## src/rtl/ota_pkg.sv

```systemverilog
// Shared types and constants for the OTA comparator stream decimator.
package ota_pkg;

  typedef enum logic [1:0] {
    IDLE,
    SETTLE,
    ACCUM
  } state_t;

  localparam int SAMPLE_W = 8;

  localparam int WINDOW_LOG2_MIN   = 8;
  localparam int WINDOW_LOG2_MAX   = 12;
  localparam int SYNC_STAGES_MIN   = 2;
  localparam int SYNC_STAGES_MAX   = 3;
  localparam int SETTLE_CYCLES_MIN = 1;
  localparam int SETTLE_CYCLES_MAX = 15;

  // Wide enough to count up to the largest legal settle time.
  localparam int SETTLE_CNT_W = $clog2(SETTLE_CYCLES_MAX + 1);

endpackage

```

## src/rtl/ota_sync.sv

```systemverilog
// N-stage two-bit synchroniser for the asynchronous comparator signals.
// Kept as its own module so the synchroniser flops can be constrained as a group.
module ota_sync #(
  parameter int STAGES = 2
) (
  input  logic       clk,
  input  logic       rst_n,
  input  logic [1:0] d,
  output logic [1:0] q
);

  logic [STAGES-1:0][1:0] chain;

  // Shift both bits through the flop chain, oldest at the top.
  always_ff @(posedge clk or negedge rst_n) begin
    // NOTE: the synchroniser flops are reset too, so downstream logic starts from a known 0 instead of X.
    if (!rst_n) begin
      chain <= '0;
    end else begin
      chain <= {chain[STAGES-2:0], d};
    end
  end

  assign q = chain[STAGES-1];

endmodule

```

## src/rtl/ota_stream_decimator.sv

```systemverilog
// Ones-density decimator for the OTA comparator bit-stream: synchronise, hold
// while the comparator is tri-stated, count ones per window, hand out 8-bit samples.
module ota_stream_decimator
  import ota_pkg::*;
#(
  parameter int WINDOW_LOG2   = 8,
  parameter int SYNC_STAGES   = 2,
  parameter int SETTLE_CYCLES = 4
) (
  input  logic                clk,
  input  logic                rst_n,
  input  logic                ota_out,
  input  logic                ota_en,
  input  logic                run,
  output logic [SAMPLE_W-1:0] sample,
  output logic                sample_valid,
  input  logic                sample_ready,
  output logic                overrun,
  output logic                stuck,
  output logic                busy
);

  localparam int ACC_W = WINDOW_LOG2 + 1;
  localparam logic [SETTLE_CNT_W-1:0] SETTLE_LAST = SETTLE_CNT_W'(SETTLE_CYCLES - 1);

  logic [1:0]              sync_q;
  logic                    s_out;
  logic                    s_en;
  logic                    h;
  logic                    h_prev;
  state_t                  state;
  logic [SETTLE_CNT_W-1:0] settle_cnt;
  logic [WINDOW_LOG2-1:0]  win_cnt;
  logic [ACC_W-1:0]        acc;
  logic [ACC_W-1:0]        acc_final;
  logic                    tog;
  logic                    tog_final;
  logic                    win_last;
  logic [SAMPLE_W-1:0]     scaled;
  logic                    done;
  logic [SAMPLE_W-1:0]     result;
  logic                    result_stuck;

  ota_sync #(
    .STAGES (SYNC_STAGES)
  ) u_sync (
    .clk   (clk),
    .rst_n (rst_n),
    .d     ({ota_en, ota_out}),
    .q     (sync_q)
  );

  assign s_en  = sync_q[1];
  assign s_out = sync_q[0];

  // Window totals including the bit seen on the current ACCUM cycle; the very
  // first cycle of a window has no predecessor, so it never counts as a toggle.
  assign win_last  = &win_cnt;
  assign acc_final = acc + ACC_W'(h);
  assign tog_final = tog | ((win_cnt != '0) && (h != h_prev));
  // A full window of ones would overflow 8 bits after truncation, so saturate it.
  assign scaled    = acc_final[WINDOW_LOG2] ? {SAMPLE_W{1'b1}}
                                            : acc_final[WINDOW_LOG2-1 -: SAMPLE_W];

  // Hold register: follow the comparator while driven, keep the last value while floating.
  always_ff @(posedge clk or negedge rst_n) begin
    if (!rst_n) begin
      h <= 1'b0;
    end else if (s_en) begin
      // NOTE: non-blocking assignments throughout sequential logic, so every flop samples pre-edge values.
      h <= s_out;
    end
  end

  // Acquisition FSM: settle after run rises, then accumulate back-to-back windows.
  always_ff @(posedge clk or negedge rst_n) begin
    if (!rst_n) begin
      state        <= IDLE;
      busy         <= 1'b0;
      settle_cnt   <= '0;
      win_cnt      <= '0;
      acc          <= '0;
      tog          <= 1'b0;
      h_prev       <= 1'b0;
      done         <= 1'b0;
      result       <= '0;
      result_stuck <= 1'b0;
    end else begin
      done <= 1'b0;
      if (!run) begin
        state <= IDLE;
        busy  <= 1'b0;
      end else begin
        case (state)
          IDLE: begin
            state      <= SETTLE;
            busy       <= 1'b1;
            settle_cnt <= '0;
          end
          SETTLE: begin
            if (settle_cnt == SETTLE_LAST) begin
              state   <= ACCUM;
              win_cnt <= '0;
              acc     <= '0;
              tog     <= 1'b0;
            end else begin
              settle_cnt <= settle_cnt + 1'b1;
            end
          end
          ACCUM: begin
            h_prev  <= h;
            win_cnt <= win_cnt + 1'b1;
            if (win_last) begin
              acc          <= '0;
              tog          <= 1'b0;
              done         <= 1'b1;
              result       <= scaled;
              result_stuck <= !tog_final;
            end else begin
              acc <= acc_final;
              tog <= tog_final;
            end
          end
          default: begin
            state <= IDLE;
            busy  <= 1'b0;
          end
        endcase
      end
    end
  end

  // One-entry output register with valid/ready handshake and sticky overrun.
  always_ff @(posedge clk or negedge rst_n) begin
    if (!rst_n) begin
      sample       <= '0;
      sample_valid <= 1'b0;
      overrun      <= 1'b0;
      stuck        <= 1'b0;
    end else begin
      // IDLE with run high only happens on a fresh rise of run.
      if (state == IDLE && run) begin
        overrun <= 1'b0;
      end
      if (done) begin
        if (!sample_valid || sample_ready) begin
          sample       <= result;
          stuck        <= result_stuck;
          sample_valid <= 1'b1;
        end else begin
          overrun <= 1'b1;
        end
      end else if (sample_valid && sample_ready) begin
        sample_valid <= 1'b0;
      end
    end
  end

endmodule

```

## config.mk

```make
export PLATFORM = sky130hd
export DESIGN_NAME = ota_stream_decimator
export DESIGN_NICKNAME = d
export VERILOG_FILES = /design/src/rtl/ota_pkg.sv /design/src/rtl/ota_sync.sv /design/src/rtl/ota_stream_decimator.sv
export SDC_FILE = /design/constraint.sdc
export NUM_CORES = 1
export LEC_CHECK = 0
export ABC_AREA = 1
export CORE_MARGIN = 4
export CORE_UTILIZATION = 60
export CTS_CLUSTER_SIZE = 20
export DETAILED_ROUTE_END_ITERATION = 8
export PLACE_DENSITY = 0.81
export SETUP_SLACK_MARGIN = 0.5
export SLEW_MARGIN = 30
export SYNTH_ARGS = -nofsm -noshare
export SYNTH_HDL_FRONTEND = slang
export SYNTH_HIERARCHICAL = 1
export SYNTH_SLANG_ARGS = --single-unit
```

## constraint.sdc

```tcl
create_clock -name clk -period 4.27 [get_ports clk]
set_input_delay 0.427 -clock clk [delete_from_list [all_inputs] [get_ports clk]]
set_output_delay 0.427 -clock clk [all_outputs]
set_load 0.05 [all_outputs]
```

* Word level (Yosys, flattened, before mapping)
Cells that the tools add are included.
Widths: inputs -> output; s select.
** Word-level totals
- Register bits :: 52
- Word-level logic and storage cells :: 76
- Input port bits :: 6
- Output and inout bits :: 12
** Operators by class
- Bitwise logic cells :: 1
- Reduce and logical (&&, ||, !) cells :: 20
- $add $sub $neg :: 3
- Eq/ne operators :: 10
- Muxes and demuxes :: 25
** Operator list (number)
- $mux 9 :: 2
- $pmux 9 s2 :: 1
- $mux 8 :: 2
- $pmux 8 s2 :: 1
- $mux 1 :: 12
- $reduce_and 10->1 :: 1
- $add 9x1->9 :: 1
- $add 8x1->8 const B :: 1
- $ne 2x2->1 const B :: 4
- $pmux 4 s2 :: 1
- $reduce_and 2->1 :: 4
- $reduce_and 8->1 :: 1
- $reduce_bool 8->1 :: 1
- $pmux 2 s3 :: 1
- $reduce_and 3->1 :: 2
- $reduce_bool 2->1 :: 3
- $add 4x1->4 const B :: 1
- $eq 4x2->1 const B :: 1
- $mux 2 :: 2
- $mux 4 :: 1
- $pmux 1 s2 :: 2
- $logic_and 1x1->1 :: 3
- $ne 3x3->1 const B :: 1
- $eq 2x1->1 const B :: 1
- other kinds (8) :: 9

* Depth between registers and ports, before layout
Gate-level depths: netlist (run 1).
- Depth after elaboration :: 5
- Gate-level depth with buffers :: 10
- Gate-level depth less buffers :: 10

* Cells and area by module
The synthesis (run 1) kept the hierarchy.
** Modules (own cells, without submodules)
- ota_stream_decimator :: cells each 282, times used 1, area each 2423.6 um^2, seq. area each 1201.2 um^2
- ota_sync :: cells each 6, times used 1, area each 115.1 um^2, seq. area each 100.1 um^2

* Worst setup path after synthesis (run 1)
OpenSTA, ideal clock, no wires.
- Kind :: register -> register
- Start point :: reg sample_valid
- End point :: reg sample[2]
- Library setup time :: 125 ps
- Cell stages (with the launch flop) :: 5
- Clock period less this slack :: 1486 ps
- Setup slack :: 2784 ps
- Required time :: 4145 ps
- Arrival :: 1361 ps
- Buffers on the path :: 1
- Cells stage by stage :: dfrtp_1 -> nand2_1 -> nand2_1 -> buf_2 -> mux2_2
** On the way
- Word-level cells in the longest chain between the ends :: 3
** RTL lines
- from (decl) :: line ota_stream_decimator.sv:16 : output logic sample_valid,
- from (signal assigned) :: line ota_stream_decimator.sv:137 : sample_valid <= 1'b0;
- from (signal assigned) :: line ota_stream_decimator.sv:149 : sample_valid <= 1'b1;
- from (signal assigned) :: line ota_stream_decimator.sv:154 : sample_valid <= 1'b0;
- $logic_not 1->1 :: line ota_stream_decimator.sv:146 : if (!sample_valid || sample_ready) begin
- $logic_or 1x1->1 :: line ota_stream_decimator.sv:146
- $reduce_and 2->1 (no source line)
- to (signal assigned) :: line ota_stream_decimator.sv:147 : sample <= result;
- to (decl) :: line ota_stream_decimator.sv:15 : output logic [SAMPLE_W-1:0] sample,
Every way passes these cells.
A chain may end at the register's enable or synchronous reset.

* Final worst setup path (run 1)
- Start point :: reg overrun
- End point :: out overrun
** RTL lines
- from (decl) :: line ota_stream_decimator.sv:18 : output logic overrun,
- from (signal assigned) :: line ota_stream_decimator.sv:138 : overrun <= 1'b0;
- from (signal assigned) :: line ota_stream_decimator.sv:143 : overrun <= 1'b0;
- from (signal assigned) :: line ota_stream_decimator.sv:151 : overrun <= 1'b1;
No word-level cell between the ends.

==> results of run 1 <==
## registers in the layout (all words and copies together), names as in the netlist, 2 cells and up
name	flops
acc	9
settle_cnt	4
win_cnt	8
u_sync/q	2
sample	8
result	8
u_sync/chain	2
state	2
## logic make-up after synthesis
logic type,after synthesis,share of synthesized area
multiplexers,7,0.03105
AO/OA/AOI/OAI,31,0.07590
adder cells (fa/ha/maj),9,0.04436
AND/OR/NAND/NOR,151,0.2587
buffers and inverters,33,0.06013
flip-flops,52,0.5126
XOR/XNOR,5,0.01725
## area by class of cell
cell class              count  area (um2)
clock buffers               5       68.82
multi-input cells         203        1085
inverters                  27       102.6
well taps                  50       62.56
fillers                   318        1237
repair buffers             18       172.7
flip-flops and latches     52        1301
clock inverters             3       27.53
## power breakdown
group          internal (mW)  leakage [nW]  switching (mW)
Clock                  0.120        0.0463           0.170
Sequential             0.542         0.702          0.0464
Combinational         0.0818         0.637           0.171
Total                  0.744          1.38           0.387
## metal layers
metal	vias to the layer above	part of all wire	wire length (um)	GRT usage
li1	951	-	-	-
met1	847	0.46	2022	0.2583
met2	66	0.46	1996	0.2820
met3	10	0.065	286	0.04959
met4	0	0.018	77	0.07172
met5	-	0	0	0
## path summary, 6_finish.rpt
check / end / slack [ns]
worst max-delay path: overrun / 2.35
worst min-delay path: sample[0]$_DFFE_PN0P_ / 0.21
worst max register to register: result_stuck$_DFFE_PN0P_ / 2.44
worst min register to register: u_sync/q[0]$_DFF_PN0_ / 0.36
max in group asynchronous: acc[7]$_DFFE_PN0P_ / 3.63
min in group clk: u_sync/q[0]$_DFF_PN0_ / 0.36
## cells in the mapped netlist
master / n
buf_6: 2
buf_4: 3
inv_1: 24
nand3_2: 1
nand4_1: 1
dfrtp_1: 52
nor2_2: 2
nand2_2: 1
nand2_1: 98
inv_2: 2
nand3_4: 2
o21ai_2: 9
clkinv_2: 1
ha_1: 9
a21oi_2: 1
xnor2_1: 2
or2_2: 1
nor2_1: 20
buf_2: 1
nor2_4: 1
o21ai_0: 15
nand2_4: 1
xor2_1: 3
o21ai_1: 2
nor3_1: 1
nand3_1: 22
a21oi_1: 4
mux2_2: 7
## stage by stage
stage / util / power [mW] / std cells / instance area (um2) / worst slack [ns]
after floorplan: - / 0.7804 / 288 / 2539 / 2.784
after global placement: 0.6713 / 0.8336 / 350 / 2724 / 2.430
after detailed placement: 0.6713 / 0.8477 / 350 / 2724 / 2.364
after CTS: 0.6950 / 1.141 / 358 / 2820 / 2.335
after global routing: 0.6950 / 1.210 / 358 / 2820 / 2.278
final: 0.6950 / 1.132 / 358 / 2820 / 2.351
==> run metrics, run 1 <==
outcome finished clean; # DRC 0; Vias/cell 5.235; CTS tree built; post-synthesis cell count 288; Worst setup EP type output pin; yosys warns 6; reg2reg path depth 8; CP Cell Sequence clkdlybuf4s50_1; DR WL/cell 12.24 um; shortest period the worst path allows 1.919 ns; unrepaired setup endpoints after global routing false; Post-Syn Nets 303; Vias 1,874; Clock Root Buffer clkbuf_8; CP Depth 1; leading cell type in the layout, fill and taps excluded nand2_1; Congestion Overflow GR 0; DP HPWL 3.151 mm; Starting Density 0.6257; FF-to-FF Start state[0]$_DFFE_PN0P_; I/O Buffers 17; buffers plus inverters on the worst setup path 1; Hold Crit Class in2async; power density over the cells 401.3 nW/um2; Detail Route Antenna Nets 0; Setup CP Type reg2out; Total Wirelength 4.382 mm; die extent in x 73.05 um; first-pass GRT wire length 7.659 mm; most frequent cells in the layout 98 x nand2_1, 52 x dfrtp_1, 24 x inv_1; worst vdd ir 0.3056 mV; layout net count 322; setup violators final 0; Fmax 521.1 MHz; Least-Margin Pin Slew 0.6314 ns; CTS max path bufs 2; CP delay by family, top buffers and inverters; sequential area share after synthesis 0.5126; Antenna Cells 0; Die ar. 5336 um2; Final Max Slew Viols 0; Core Area 4058 um2; max-cap violation count 0; CTS H-tree depth 2; CTS Sinks 52; Detailed Route Iter0 Violations 147; layout cells sized above 1 0.1266; Pleak 1.385 nW; clock-pin slew on the worst setup and hold paths 0.10 ns; Syn-to-layout area delta 11.09%; CTS buffer count 5; setup repair bufs after CTS 0; largest net degree at the start of global routing 53; max_slew headroom 0.5790; DR pass1 iterations 5; CP max stage cell clkdlybuf4s50_1; initial antenna violation count 0; crit-path max cell delay 0.81 ns; critical path launch point type register; Distinct cells, synth 28; Placement Rows 23; post_cts resized 0; hold_buf cts 0; CP Launch Point overrun$_DFF_PN0_; Worst Hold Slack 0.2073 ns; total track usage 0.1871; crit path max fanout 2; #FFs+latches synth 52; Final Cycle Share 0.4494; Die H 73.05 um; final RePlAce weighted congestion 0.8241; dominant cell type by area after synthesis dfrtp_1; vias in the first global route 1,723; Worst-Skew Late Latency 0.31 ns; area share of the largest cell type after synthesis 0.5126; Crit path required time 3.84 ns; Worst EP arrival 1.49 ns; Final Hold Vio Count 0; Final TNS setup 0 ns; Max Clock Skew 0.004166 ns; Mapped Area 2539 um2; I/O pin count 18; Avg Cell Area, Syn 8.815 um2; Synth area leaders dfrtp_1 51%, nand2_1 14%, ha_1 4.4%
(Power assumes the default switching activity.)
==> run 2, diff against run 1 <==
Settings changed: CORE_UTILIZATION 60 to 58, PLACE_DENSITY 0.81 to 0.79.
Clock period 4.27 ns to 1.94 ns, I/O delays scaled along.
==> run metrics, run 2 (same netlist as run 1, synthesis figures left out) <==
worst setup margin 0.4438 ns (-1.907 ns); Die H 74.16 um (+1.5%); Antenna Cells 0 (unchanged); hold_buf cts 0 (unchanged); Hold Crit Class in2async; Die ar. 5500 um2 (+3.1%); buffers plus inverters on the worst setup path 1 (unchanged); Final Max Slew Viols 0 (unchanged); Final Cycle Share 0.7713; unrepaired setup endpoints after global routing true; layout cells sized above 1 0.2727 (+0.1461); CTS H-tree depth 2 (unchanged); initial antenna violation count 0 (unchanged); Worst-Skew Late Latency 0.31 ns (about the same); Starting Density 0.6169 (-0.008750); Top cell by count, worst path nand2_4; Least-Margin Pin Slew 0.6236 ns (-0.007816 ns); clock-pin slew on the worst setup and hold paths 0.09 ns (about the same); final core utilization 0.7820 (+0.08697); Detail Route Antenna Nets 0 (unchanged); max_slew headroom 0.5842 (+0.005211); setup violators final 0 (unchanged); critical path launch point type register; Placement Rows 23 (unchanged); leading cell type in the layout, fill and taps excluded nand2_1; DP HPWL 3.131 mm (-0.63%); Setup CP Type reg2reg; I/O Buffers 17 (unchanged); CP max stage cell dfrtp_1; die extent in x 74.16 um (+1.5%); max-cap violation count 0 (unchanged); CTS buffer count 5 (unchanged); overall power 2.843 mW (+150%); crit path max fanout 5 (+3); CP Launch Point h$_DFFE_PN0P_; # DRC 0 (unchanged); CTS Sinks 52 (unchanged); CTS tree built; total track usage 0.2046 (+0.01745); Vias 2,083 (+11%); Worst EP arrival 1.74 ns (+0.25 ns); CTS max path bufs 2 (unchanged); fillcell total 252 (-21%); Syn-to-layout area delta 26.76%; Clock Root Buffer clkbuf_8; Worst Hold Slack -0.02159 ns (-0.2289 ns); Worst setup EP type register; shortest period the worst path allows 1.496 ns; worst vdd ir 0.8554 mV (+180%); failing checks negative hold slack; DR WL/cell 14.86 um (+21%); pre-CTS setup slack 0.1600 ns (-2.204 ns); Pleak 1.592 nW (+15%); Final Hold Vio Count 52 (+52); Core Area 4115 um2 (+1.4%); crit-path max cell delay 0.41 ns (-0.40 ns); first-pass GRT wire length 8.680 mm (+13%); Detailed Route Iter0 Violations 87 (-41%); Top reg by flops acc; Vias/cell 5.482 (+4.7%); Congestion Overflow GR 0 (unchanged); layout net count 344 (+6.8%); CP delay by family, top simple AND/OR/NAND/NOR gates; vias in the first global route 1,958 (+14%); Largest register FFs 9 (unchanged); Final TNS setup 0 ns (unchanged); outcome finished with violations; Max Clock Skew 0.004499 ns (+0.0003328 ns); DR pass1 iterations 4 (-1); placed instance area 2733 um2 (+0.32%); CP Cell Sequence ha_4 > ha_4 > nand2_4 > nor2_4 > nand2_2 > nand2_4 > nand2_4 > buf_6 > o21ai_2; final RePlAce weighted congestion 0.8808 (+6.9%); most frequent cells in the layout 85 x nand2_1, 51 x dfrtp_1, 21 x inv_1; I/O pin count 18 (unchanged); Total Wirelength 5.646 mm (+29%); Crit path required time 2.19 ns (-1.65 ns); Fmax 668.3 MHz; fin area 3218 um2 (+14%); power density over the cells 883.4 nW/um2 (+120%); largest net degree at the start of global routing 53 (unchanged); FF-to-FF Start h$_DFFE_PN0P_
## run 2: cell types whose count changed in the layout (fill, tap and decap cells not counted), moves of 4 or more
cell             before  now
ha_4                  0    4
nand2_4               1    6
nand2_1              98   85
buf_4                 1   16
nand3_4               2    6
nand2_2               1   10
ha_1                  9    5
clkdlybuf4s50_1      16    3
dlygate4sd2_1         0   10
## run 2: metal layers
layer	wire, um	track usage	part of all wire	vias to the layer above
met1	2392	0.2678	0.42	1007
met4	130	0.07243	0.023	0
met5	0	0	0	-
met2	2826	0.3386	0.50	64
met3	297	0.04189	0.053	12
li1	-	-	-	1000
## run 2: worst paths after layout
check                                                  to  slack (ns)  cells past startpoint
worst max register to register         acc[8]$_DFFE_PN0P_        0.44                      9
worst min-delay path            settle_cnt[3]$_DFFE_PN0P_       -0.02                      2
worst min register to register      u_sync/q[0]$_DFF_PN0_        0.36                      0
worst max-delay path                   acc[8]$_DFFE_PN0P_        0.44                      9
min in group clk                u_sync/chain[1]$_DFF_PN0_        0.32                      1
max in group asynchronous        sample_valid$_DFFE_PN0P_        1.51                      2
## run 2: power breakdown
group | internal [mW] | total [mW] | switching [mW] | leakage (nW)
Combinational | 0.323 | 0.813 | 0.489 | 0.837
Clock | 0.383 | 0.735 | 0.352 | 0.0552
Sequential | 1.19 | 1.30 | 0.102 | 0.700
Total | 1.90 | 2.84 | 0.943 | 1.59
## run 2: cell type report
type	count	area, um2	share of cell area
clock inverter	2	35.03	0.01089
timing repair buffer	35	297.8	0.09254
inverter	27	111.4	0.03460
multi-input combinational	207	1331	0.4137
sequential	52	1303	0.4047
clock buffer	6	72.57	0.02255
timing repair inverter	1	5.005	0.001555
tap	50	62.56	0.01944
## run 2: through the flow
step                      hold WS, ns  cells
after floorplan               -0.1016    288
after global placement         0.3328    350
after detailed placement       0.3392    350
after CTS                     0.01309    370
after global routing          0.03308    380
final                        -0.02159    380
## run 2: repair_timing
item,CTS,global route
endpoints found under the setup margin,41,30
endpoints found under the hold margin,0,0
pin swaps,10,13
buffers inserted,9,8
cloned,3,2
resized for setup,35,35
## run 2: worst reg2reg max path, cell delays in order, from the launching register on
cell and delay (ns):
dfrtp_1 0.41, ha_4 0.17, ha_4 0.15, nand2_4 0.06, nor2_4 0.15, nand2_2 0.09
nand2_4 0.12, nand2_4 0.08, buf_6 0.12, o21ai_2 0.09
==> run 3, diff against run 2 <==
Clock period 1.94 ns to 1.45 ns, I/O delays scaled along.
==> run metrics, run 3 (same netlist as run 1, synthesis figures left out) <==
max_slew headroom 0.7410 (+0.1567); fillcell total 141 (-44%); DR WL/cell 20.02 um (+35%); CP Cell Sequence ha_4 > nand2_4 > inv_4 > nand3_4 > nand2_8 > buf_6 > nand2_2 > nor2_1 > nor2_1; Die ar. 5500 um2 (unchanged); worst vdd ir 1.135 mV (+33%); Least-Margin Pin Slew 0.3855 ns (-0.2381 ns); Pleak 1.789 nW (+12%); clock-pin slew on the worst setup and hold paths 0.10 ns (about the same); Final Hold Vio Count 0 (-100%); layout net count 373 (+8.4%); largest net degree at the start of global routing 53 (unchanged); shortest period the worst path allows 1.594 ns (+0.09807 ns); final RePlAce weighted congestion 0.8815 (about the same); Crit path required time 1.66 ns (-0.53 ns); Congestion Overflow GR 0 (unchanged); overall power 4.407 mW (+55%); buffers plus inverters on the worst setup path 2 (+1); CTS Sinks 52 (unchanged); Core Area 4115 um2 (unchanged); first-pass GRT wire length 11.01 mm (+27%); Syn-to-layout area delta 48.94%; Top cell by count, worst path nor2_1; Detailed Route Iter0 Violations 281 (+220%); CP max stage cell dfrtp_1; I/O Buffers 17 (unchanged); outcome finished with violations; Worst setup EP type register; setup violators final 26 (+26); Worst-Skew Late Latency 0.32 ns (about the same); power density over the cells 1165 nW/um2 (+32%); final core utilization 0.9188 (+0.1368); layout cells sized above 1 0.4735 (+0.2008); Starting Density 0.6169 (unchanged); failing checks negative setup slack; Final Max Slew Viols 0 (unchanged); leading cell type in the layout, fill and taps excluded nand2_1; Worst EP arrival 1.81 ns (+0.07 ns); CTS H-tree depth 2 (unchanged); Clock Root Buffer clkbuf_8; Final Cycle Share 1.100 (+0.3283); CP delay by family, top simple AND/OR/NAND/NOR gates; Fmax 627.2 MHz (-6.2%); Vias/cell 6.049 (+10%); total track usage 0.2665 (+0.06196); CTS max path bufs 2 (unchanged); CTS buffer count 5 (unchanged); Non-Filler Instances 409 (+7.6%); Antenna Cells 0 (unchanged); most frequent cells in the layout 66 x nand2_1, 49 x dfrtp_1, 31 x buf_4; Setup CP Type reg2reg; crit path max fanout 5 (unchanged); critical path launch point type register; Top reg by flops acc; DR pass1 iterations 5 (+1); max-cap violation count 0 (unchanged); Largest register FFs 9 (unchanged); Total Wirelength 8.189 mm (+45%); worst setup margin -0.1443 ns (-0.5881 ns); DP HPWL 3.291 mm (+5.1%); initial antenna violation count 0 (unchanged); Vias 2,474 (+19%); Detail Route Antenna Nets 0 (unchanged); die extent in x 74.16 um (unchanged); CTS tree built; unrepaired setup endpoints after global routing true; Max Clock Skew 0.008693 ns (+0.004194 ns); # DRC 0 (unchanged); Hold Crit Class in2reg; I/O pin count 18 (unchanged); vias in the first global route 2,350 (+20%); Die H 74.16 um (unchanged); Cells after DPL 363 (+3.7%); crit-path max cell delay 0.48 ns (+0.07 ns); Placement Rows 23 (unchanged)
==> run 3: changes by cell type in the layout (fill, tap and decap cells not counted), moves of 4 or more <==
cell / before / now
buf_6: 2 / 22
nand2_1: 85 / 66
buf_4: 16 / 31
nand2_2: 10 / 21
dlygate4sd2_1: 10 / 0
o21ai_0: 12 / 3
mux2_2: 7 / 0
mux2_4: 0 / 7
nand3_1: 19 / 12
o21ai_2: 9 / 15
nand2_4: 6 / 10
nand2_8: 1 / 5
nand3_2: 2 / 6
==> run 3: worst paths after layout <==
check,startpoint,slack [ns],endpoint,cells after the start
worst max-delay path,state[0]$_DFFE_PN0P_,-0.14,win_cnt[3]$_DFFE_PN0P_,9
worst min-delay path,ota_out,0.26,u_sync/chain[0]$_DFF_PN0_,1
worst max register to register,state[0]$_DFFE_PN0P_,-0.14,win_cnt[3]$_DFFE_PN0P_,9
worst min register to register,u_sync/chain[0]$_DFF_PN0_,0.36,u_sync/q[0]$_DFF_PN0_,0
max in group asynchronous,rst_n,0.86,sample_valid$_DFFE_PN0P_,3
min in group asynchronous,rst_n,0.33,settle_cnt[0]$_DFFE_PN0P_,3
==> run 3: what timing repair did <==
| action | 4_1_cts | 5_1_grt |
|---|---|---|
| pin swaps | 18 | 16 |
| endpoints found under the setup margin | 58 | 58 |
| gates cloned | 5 | 0 |
| hold buffers | 1 | 0 |
| buffers inserted | 23 | 9 |
| endpoints found under the hold margin | 52 | 0 |
| gates resized for setup | 85 | 43 |
==> run 3: stage by stage <==
| stage | TNS (ns) | hold slack (ns) | setup WS, ns | area, um2 |
|---|---|---|---|---|
| after floorplan | 0 | -0.1506 | 0.08974 | 2654 |
| after global placement | -0.2137 | 0.1562 | -0.02364 | 2909 |
| after detailed placement | -0.7625 | 0.1552 | -0.06406 | 2909 |
| after CTS | -0.09099 | 0.2733 | -0.02184 | 3567 |
| after global routing | -2.937 | 0.2791 | -0.2121 | 3781 |
| final | -1.812 | 0.2643 | -0.1443 | 3781 |
==> run 3: cell type report <==
cell class,count,area [um2],share of cell area
Tap cell,50,62.56,0.01655
Clock inverter,2,12.51,0.003309
Multi-Input combinational cell,207,1580,0.4179
Timing Repair inverter,1,6.256,0.001655
Sequential cell,52,1305,0.3451
Clock buffer,6,72.57,0.01919
Inverter,27,116.4,0.03077
Timing Repair Buffer,64,625.6,0.1655
==> run 3: power by group <==
group	leakage (nW)	switching [mW]	internal, mW	total (mW)
Clock	0.0412	0.496	0.339	0.835
Sequential	0.696	0.180	1.60	1.78
Combinational	1.05	0.993	0.803	1.80
==> run 3: worst reg2reg max path: stages (launching register included) <==
cell	delay (ns)
dfrtp_1	0.48
ha_4	0.21
nand2_4	0.07
inv_4	0.08
nand3_4	0.10
nand2_8	0.12
buf_6	0.13
nand2_2	0.07
nor2_1	0.17
nor2_1	0.07
==> run 3: routing by layer <==
layer  up-vias  part of all wire  GRT usage
met4         0             0.052     0.1046
li1       1068                 -          -
met5         -                 0          0
met2       169              0.50     0.4715
met3        42             0.073    0.04054
met1      1195              0.37     0.3269
==> variant 1: new RTL, flow settings as in run 1 <==
Put one more register stage on the output `overrun`, without a reset. The value now appears one clock later. The other outputs are not delayed to match.
--- a/src/rtl/ota_stream_decimator.sv
+++ b/src/rtl/ota_stream_decimator.sv
@@ -22,6 +22,8 @@
 
   localparam int ACC_W = WINDOW_LOG2 + 1;
   localparam logic [SETTLE_CNT_W-1:0] SETTLE_LAST = SETTLE_CNT_W'(SETTLE_CYCLES - 1);
+
+  logic overrun_s0;
 
   logic [1:0]              sync_q;
   logic                    s_out;
@@ -135,12 +137,12 @@
     if (!rst_n) begin
       sample       <= '0;
       sample_valid <= 1'b0;
-      overrun      <= 1'b0;
+      overrun_s0   <= 1'b0;
       stuck        <= 1'b0;
     end else begin
       // IDLE with run high only happens on a fresh rise of run.
       if (state == IDLE && run) begin
-        overrun <= 1'b0;
+        overrun_s0 <= 1'b0;
       end
       if (done) begin
         if (!sample_valid || sample_ready) begin
@@ -148,7 +150,7 @@
           stuck        <= result_stuck;
           sample_valid <= 1'b1;
         end else begin
-          overrun <= 1'b1;
+          overrun_s0 <= 1'b1;
         end
       end else if (sample_valid && sample_ready) begin
         sample_valid <= 1'b0;
@@ -156,5 +158,9 @@
     end
   end
 
+  always_ff @(posedge clk) begin
+    overrun <= overrun_s0;
+  end
+
 endmodule
 
Function: same outputs for any inputs over 10 cycles, from zero or initial values and one cycle with rst_n low; that may be too few to reach the edited logic, so the function may still have changed.
==> variant 1 against run 1 <==
Power grew 0.62%; die area is 0.71% higher; setup slack gained 0.025 ns; sequential share of layout area increased by 0.38 points; final cell count rose by 0.28%; sequential cell count grew 1; wire length down 2.8%; cell area grew 0.71%; critical path type unchanged; critical endpoint is now sample_valid; area after synthesis grew 0.79%; core utilization up 0.49 points.
==> variant 1: results (changes against run 1) <==
<table>
<tr><th>Metric</th><th>Value</th></tr>
<tr><th colspan="2">Run status</th></tr>
<tr><td>Run status</td><td>complete, no violations (unchanged)</td></tr>
<tr><th colspan="2">Logic synthesis</th></tr>
<tr><td>Fraction of the yosys area taken by sequential cells</td><td>51.6% (was 51.3%)</td></tr>
<tr><td>Net count of the mapped netlist</td><td>304 (was 303)</td></tr>
<tr><td>Synth Area in XOR/XNOR</td><td>1.71% (was 1.72%)</td></tr>
<tr><td>Synthesized-area fraction occupied by ao, oa, aoi and oai cells</td><td>7.53% (was 7.59%)</td></tr>
<tr><td>Adder and majority gate portion of the synthesized area</td><td>4.40% (was 4.44%)</td></tr>
<tr><td>Netlist cell types</td><td>29 (was 28)</td></tr>
<tr><td>Fraction of registers with async set or reset after synthesis</td><td>98.1% (was 100%)</td></tr>
<tr><th colspan="2">Drt</th></tr>
<tr><td>Routed length on met1</td><td>1970 um (was 2020 um)</td></tr>
<tr><td>Average routed wire per standard cell</td><td>11.9 um (was 12.2 um)</td></tr>
<tr><td>Detailed-router iteration count before antenna repair</td><td>4 (was 5)</td></tr>
<tr><td>Routed met2 length</td><td>2000 um (about the same)</td></tr>
<tr><td>Number of design-rule violations left by the first detailed-router iteration</td><td>78 (was 147)</td></tr>
<tr><th colspan="2">Cells and area</th></tr>
<tr><td>Share of final-layout standard cells stronger than drive strength 1</td><td>12.6% (was 12.7%)</td></tr>
<tr><td>Number of fillers in the final layout</td><td>310 (was 318)</td></tr>
<tr><td>Final nets</td><td>323 (was 322)</td></tr>
<tr><th colspan="2">Worst setup path</th></tr>
<tr><td>Data arrival time at the worst-slack endpoint</td><td>1.47 ns (was 1.49 ns)</td></tr>
<tr><td>R2R cell count</td><td>6 (was 8)</td></tr>
<tr><th colspan="2">Timing</th></tr>
<tr><td>Transition time at the pin with the least slew margin</td><td>0.633 ns (was 0.631 ns)</td></tr>
<tr><th colspan="2">Placed design</th></tr>
<tr><td>Detailed placer's ending HPWL</td><td>3160 um (was 3150 um)</td></tr>
<tr><td>Routability cong.</td><td>0.852 (was 0.824)</td></tr>
<tr><th colspan="2">Pwr</th></tr>
<tr><td>Leak Pwr</td><td>1.40 nW (was 1.38 nW)</td></tr>
<tr><td>Worst IR Drop VDD</td><td>0.305 mV (was 0.306 mV)</td></tr>
<tr><th colspan="2">GRT</th></tr>
<tr><td>Number of global-route vias before repair</td><td>1,861 (was 1,723)</td></tr>
<tr><td>Total global-route track usage</td><td>19.0% (was 18.7%)</td></tr>
</table>
[variant 1: cell types whose count changed after synthesis, sizes merged]
cell / before / now
dfxtp: 0 / 1
[variant 1: metal layers]
layer,global-route usage [%],up-vias
met5,0,-
met4,7.85,0
met3,4.92,6
met2,30.7,31
met1,24.5,853
li1,-,960
[variant 1: through the flow]
| step | instances | power, mW |
|---|---|---|
| 2_1_floorplan | 289 | 0.790 |
| 3_3_place_gp | 351 | 0.845 |
| 3_5_place_dp | 351 | 0.859 |
| 4_1_cts | 359 | 1.15 |
| 5_1_grt | 359 | 1.22 |
| 6_report | 359 | 1.14 |
[variant 1: final timing paths]
check                                 from      endpoint  slack [ns]
max                           sample_valid  sample_valid        2.38
min                                  rst_n  sample_valid        0.21
max reg2reg                       state[0]        acc[1]        2.45
min reg2reg                u_sync/chain[1]   u_sync/q[1]        0.35
max in group asynchronous            rst_n        acc[6]        3.63
min in group clk           u_sync/chain[1]   u_sync/q[1]        0.35
[variant 1: cell type report]
cell class	count	area [um2]	area share, %
sequential	53	1320	46.5
multi-input combinational	203	1080	38.2
timing repair buffer	18	173	6.08
inverter	27	103	3.61
clock buffer	6	82.6	2.91
tap	50	62.6	2.20
clock inverter	2	13.8	0.485
[variant 1: report_power, final]
group | internal (mW) | switching [mW] | total, mW | leakage (nW)
Sequential | 0.551 | 0.0449 | 0.596 | 0.710
Combinational | 0.0815 | 0.170 | 0.252 | 0.637
Clock | 0.132 | 0.159 | 0.291 | 0.0512
[variant 1: cells by family after synthesis]
kind of cell    after synthesis
xor+xnor                      5
compound gates               31
simple gates                151
fa+ha+maj                     9
mux                           7
flops                        53
buf+inv                      33
==> variant 2: new RTL, settings of run 1 <==
Without the edit above. Change the package constant `SETTLE_CYCLES_MAX` from 15 to 30.
--- a/src/rtl/ota_pkg.sv
+++ b/src/rtl/ota_pkg.sv
@@ -14,7 +14,7 @@
   localparam int SYNC_STAGES_MIN   = 2;
   localparam int SYNC_STAGES_MAX   = 3;
   localparam int SETTLE_CYCLES_MIN = 1;
-  localparam int SETTLE_CYCLES_MAX = 15;
+  localparam int SETTLE_CYCLES_MAX = 30;
 
   // Wide enough to count up to the largest legal settle time.
   localparam int SETTLE_CNT_W = $clog2(SETTLE_CYCLES_MAX + 1);
Function: same outputs for any inputs over 10 cycles, from zero or initial values and one cycle with rst_n low; that may be too few to reach the edited logic, so the function may still have changed.
==> variant 2 against run 1 <==
Sequential cell count is 1 higher; critical path depth rose by 7; area after synthesis is 2.7% higher; wire length increased by 2.5%; cell area up 2.6%; power up 1.6%; sequential share of layout area is 0.29 points lower; setup slack got worse by 0.14 ns; largest cell class unchanged; largest power group unchanged.
==> variant 2: results (changes against run 1) <==
<table>
<tr><th>Metric</th><th>Value</th></tr>
<tr><th colspan="2">GRT</th></tr>
<tr><td>Met2 GRT Util</td><td>29.9% (was 28.2%)</td></tr>
<tr><td>Maximum number of pins on one net before global-route repair</td><td>54 (was 53)</td></tr>
<tr><td>Total global-route track usage</td><td>18.6% (was 18.7%)</td></tr>
<tr><th colspan="2">Drt</th></tr>
<tr><td>Number of design-rule violations left by the first detailed-router iteration</td><td>95 (was 147)</td></tr>
<tr><td>WL final</td><td>4490 um (was 4380 um)</td></tr>
<tr><td>Detailed-router iteration count before antenna repair</td><td>4 (was 5)</td></tr>
<tr><th colspan="2">Placed design</th></tr>
<tr><td>Detailed placer's ending HPWL</td><td>3280 um (was 3150 um)</td></tr>
<tr><td>Place WS</td><td>2.03 ns (was 2.36 ns)</td></tr>
<tr><td>Routability cong.</td><td>0.819 (was 0.824)</td></tr>
<tr><th colspan="2">Logic synthesis</th></tr>
<tr><td>Most common library cells after synthesis</td><td>sky130_fd_sc_hd__nand2_1 (109), sky130_fd_sc_hd__dfrtp_1 (53), sky130_fd_sc_hd__inv_1 (32) (was sky130_fd_sc_hd__nand2_1 (98), sky130_fd_sc_hd__dfrtp_1 (52), sky130_fd_sc_hd__inv_1 (24))</td></tr>
<tr><td>Synthesized-area fraction occupied by ao, oa, aoi and oai cells</td><td>6.91% (was 7.59%)</td></tr>
<tr><td>Adder and majority gate portion of the synthesized area</td><td>4.32% (was 4.44%)</td></tr>
<tr><td>Leading post-synthesis cells by cell area</td><td>sky130_fd_sc_hd__dfrtp_1 (51%), sky130_fd_sc_hd__nand2_1 (16%), sky130_fd_sc_hd__inv_1 (4.6%), sky130_fd_sc_hd__ha_1 (4.3%), sky130_fd_sc_hd__o21ai_0 (4.0%) (was sky130_fd_sc_hd__dfrtp_1 (51%), sky130_fd_sc_hd__nand2_1 (14%), sky130_fd_sc_hd__ha_1 (4.4%), sky130_fd_sc_hd__nand3_1 (4.3%), sky130_fd_sc_hd__inv_1 (3.5%))</td></tr>
<tr><th colspan="2">Run status</th></tr>
<tr><td>Run status</td><td>complete, no violations (unchanged)</td></tr>
<tr><th colspan="2">Timing</th></tr>
<tr><td>Transition time at the pin with the least slew margin</td><td>0.636 ns (was 0.631 ns)</td></tr>
<tr><td>Final worst clock skew</td><td>0.00628 ns (was 0.00417 ns)</td></tr>
<tr><th colspan="2">Pwr</th></tr>
<tr><td>Worst IR Drop VDD</td><td>0.247 mV (was 0.306 mV)</td></tr>
<tr><td>P_sw</td><td>391 uW (was 387 uW)</td></tr>
<tr><th colspan="2">Worst setup path</th></tr>
<tr><td>Delay of the slowest cell on the worst path</td><td>0.42 ns (was 0.81 ns)</td></tr>
<tr><th colspan="2">Cells and area</th></tr>
<tr><td>Final nets</td><td>341 (was 322)</td></tr>
</table>
-- variant 2: changes by cell type after synthesis, moves of 2 or more --
cell	change
sky130_fd_sc_hd__o21ai_2	-7
sky130_fd_sc_hd__nand4_1	+3
sky130_fd_sc_hd__nand3_1	-4
sky130_fd_sc_hd__mux2_2	+2
sky130_fd_sc_hd__nand3_4	-2
sky130_fd_sc_hd__o21ai_0	+6
sky130_fd_sc_hd__inv_2	-2
sky130_fd_sc_hd__o21ai_1	+4
sky130_fd_sc_hd__nor2_1	-4
sky130_fd_sc_hd__nand2_1	+11
sky130_fd_sc_hd__inv_1	+8
-- variant 2: cells by family after synthesis --
group                      Yosys count
and+or+nand+nor                    156
DFF                                 53
buffers and inverters               40
AOI/OAI and AO/OA                   34
muxes                               10
adders and majority gates            9
xor gates and xnor gates             5
-- variant 2: power by group through the flow --
stage | combinational [mW] | clock [mW] | sequential, mW
2_1_floorplan | 0.194 | 0 | 0.608
3_3_place_gp | 0.260 | 0 | 0.602
3_5_place_dp | 0.266 | 0 | 0.604
4_1_cts | 0.272 | 0.295 | 0.595
5_1_grt | 0.312 | 0.316 | 0.603
6_report | 0.269 | 0.285 | 0.595
-- variant 2: worst paths after layout --
kind,from,endpoint,slack (ns)
min in group clk,u_sync/chain[0],u_sync/q[0],0.36
max in group asynchronous,rst_n,acc[7],3.62
max reg2reg,state[0],result[3],2.21
min,rst_n,settle_cnt[2],0.22
min reg2reg,u_sync/chain[0],u_sync/q[0],0.36
max,state[0],result[3],2.21
-- variant 2: critical path: cells and delay by family, from the launching register on --
| kind | cells | cell delay (ns) |
|---|---|---|
| adder cells (fa/ha/maj) | 1 | 0.38 |
| buffers and inverters | 3 | 0.52 |
| flip-flops | 1 | 0.42 |
| AND/OR/NAND/NOR | 4 | 0.68 |
-- variant 2: through the flow --
| stage | power [mW] | instances |
|---|---|---|
| 5_1_grt | 1.23 | 377 |
| 6_report | 1.15 | 377 |
| 3_5_place_dp | 0.871 | 369 |
| 2_1_floorplan | 0.802 | 307 |
| 4_1_cts | 1.16 | 377 |
| 3_3_place_gp | 0.861 | 369 |
-- variant 2: area by class of cell --
cell class / count / area, um2 / share of cell area (%)
Clock buffer: 5 / 68.8 / 2.38
Clock inverter: 3 / 25.0 / 0.865
Inverter: 34 / 135 / 4.67
Multi-Input combinational cell: 214 / 1100 / 38.1
Sequential cell: 53 / 1330 / 45.8
Tap cell: 50 / 62.6 / 2.16
Timing Repair Buffer: 18 / 173 / 5.97
-- variant 2: per-layer routing --
layer	wire, um	vias to the layer above
met5	0	-
li1	-	1012
met3	140	5
met2	2070	25
met4	46	0
met1	2240	881
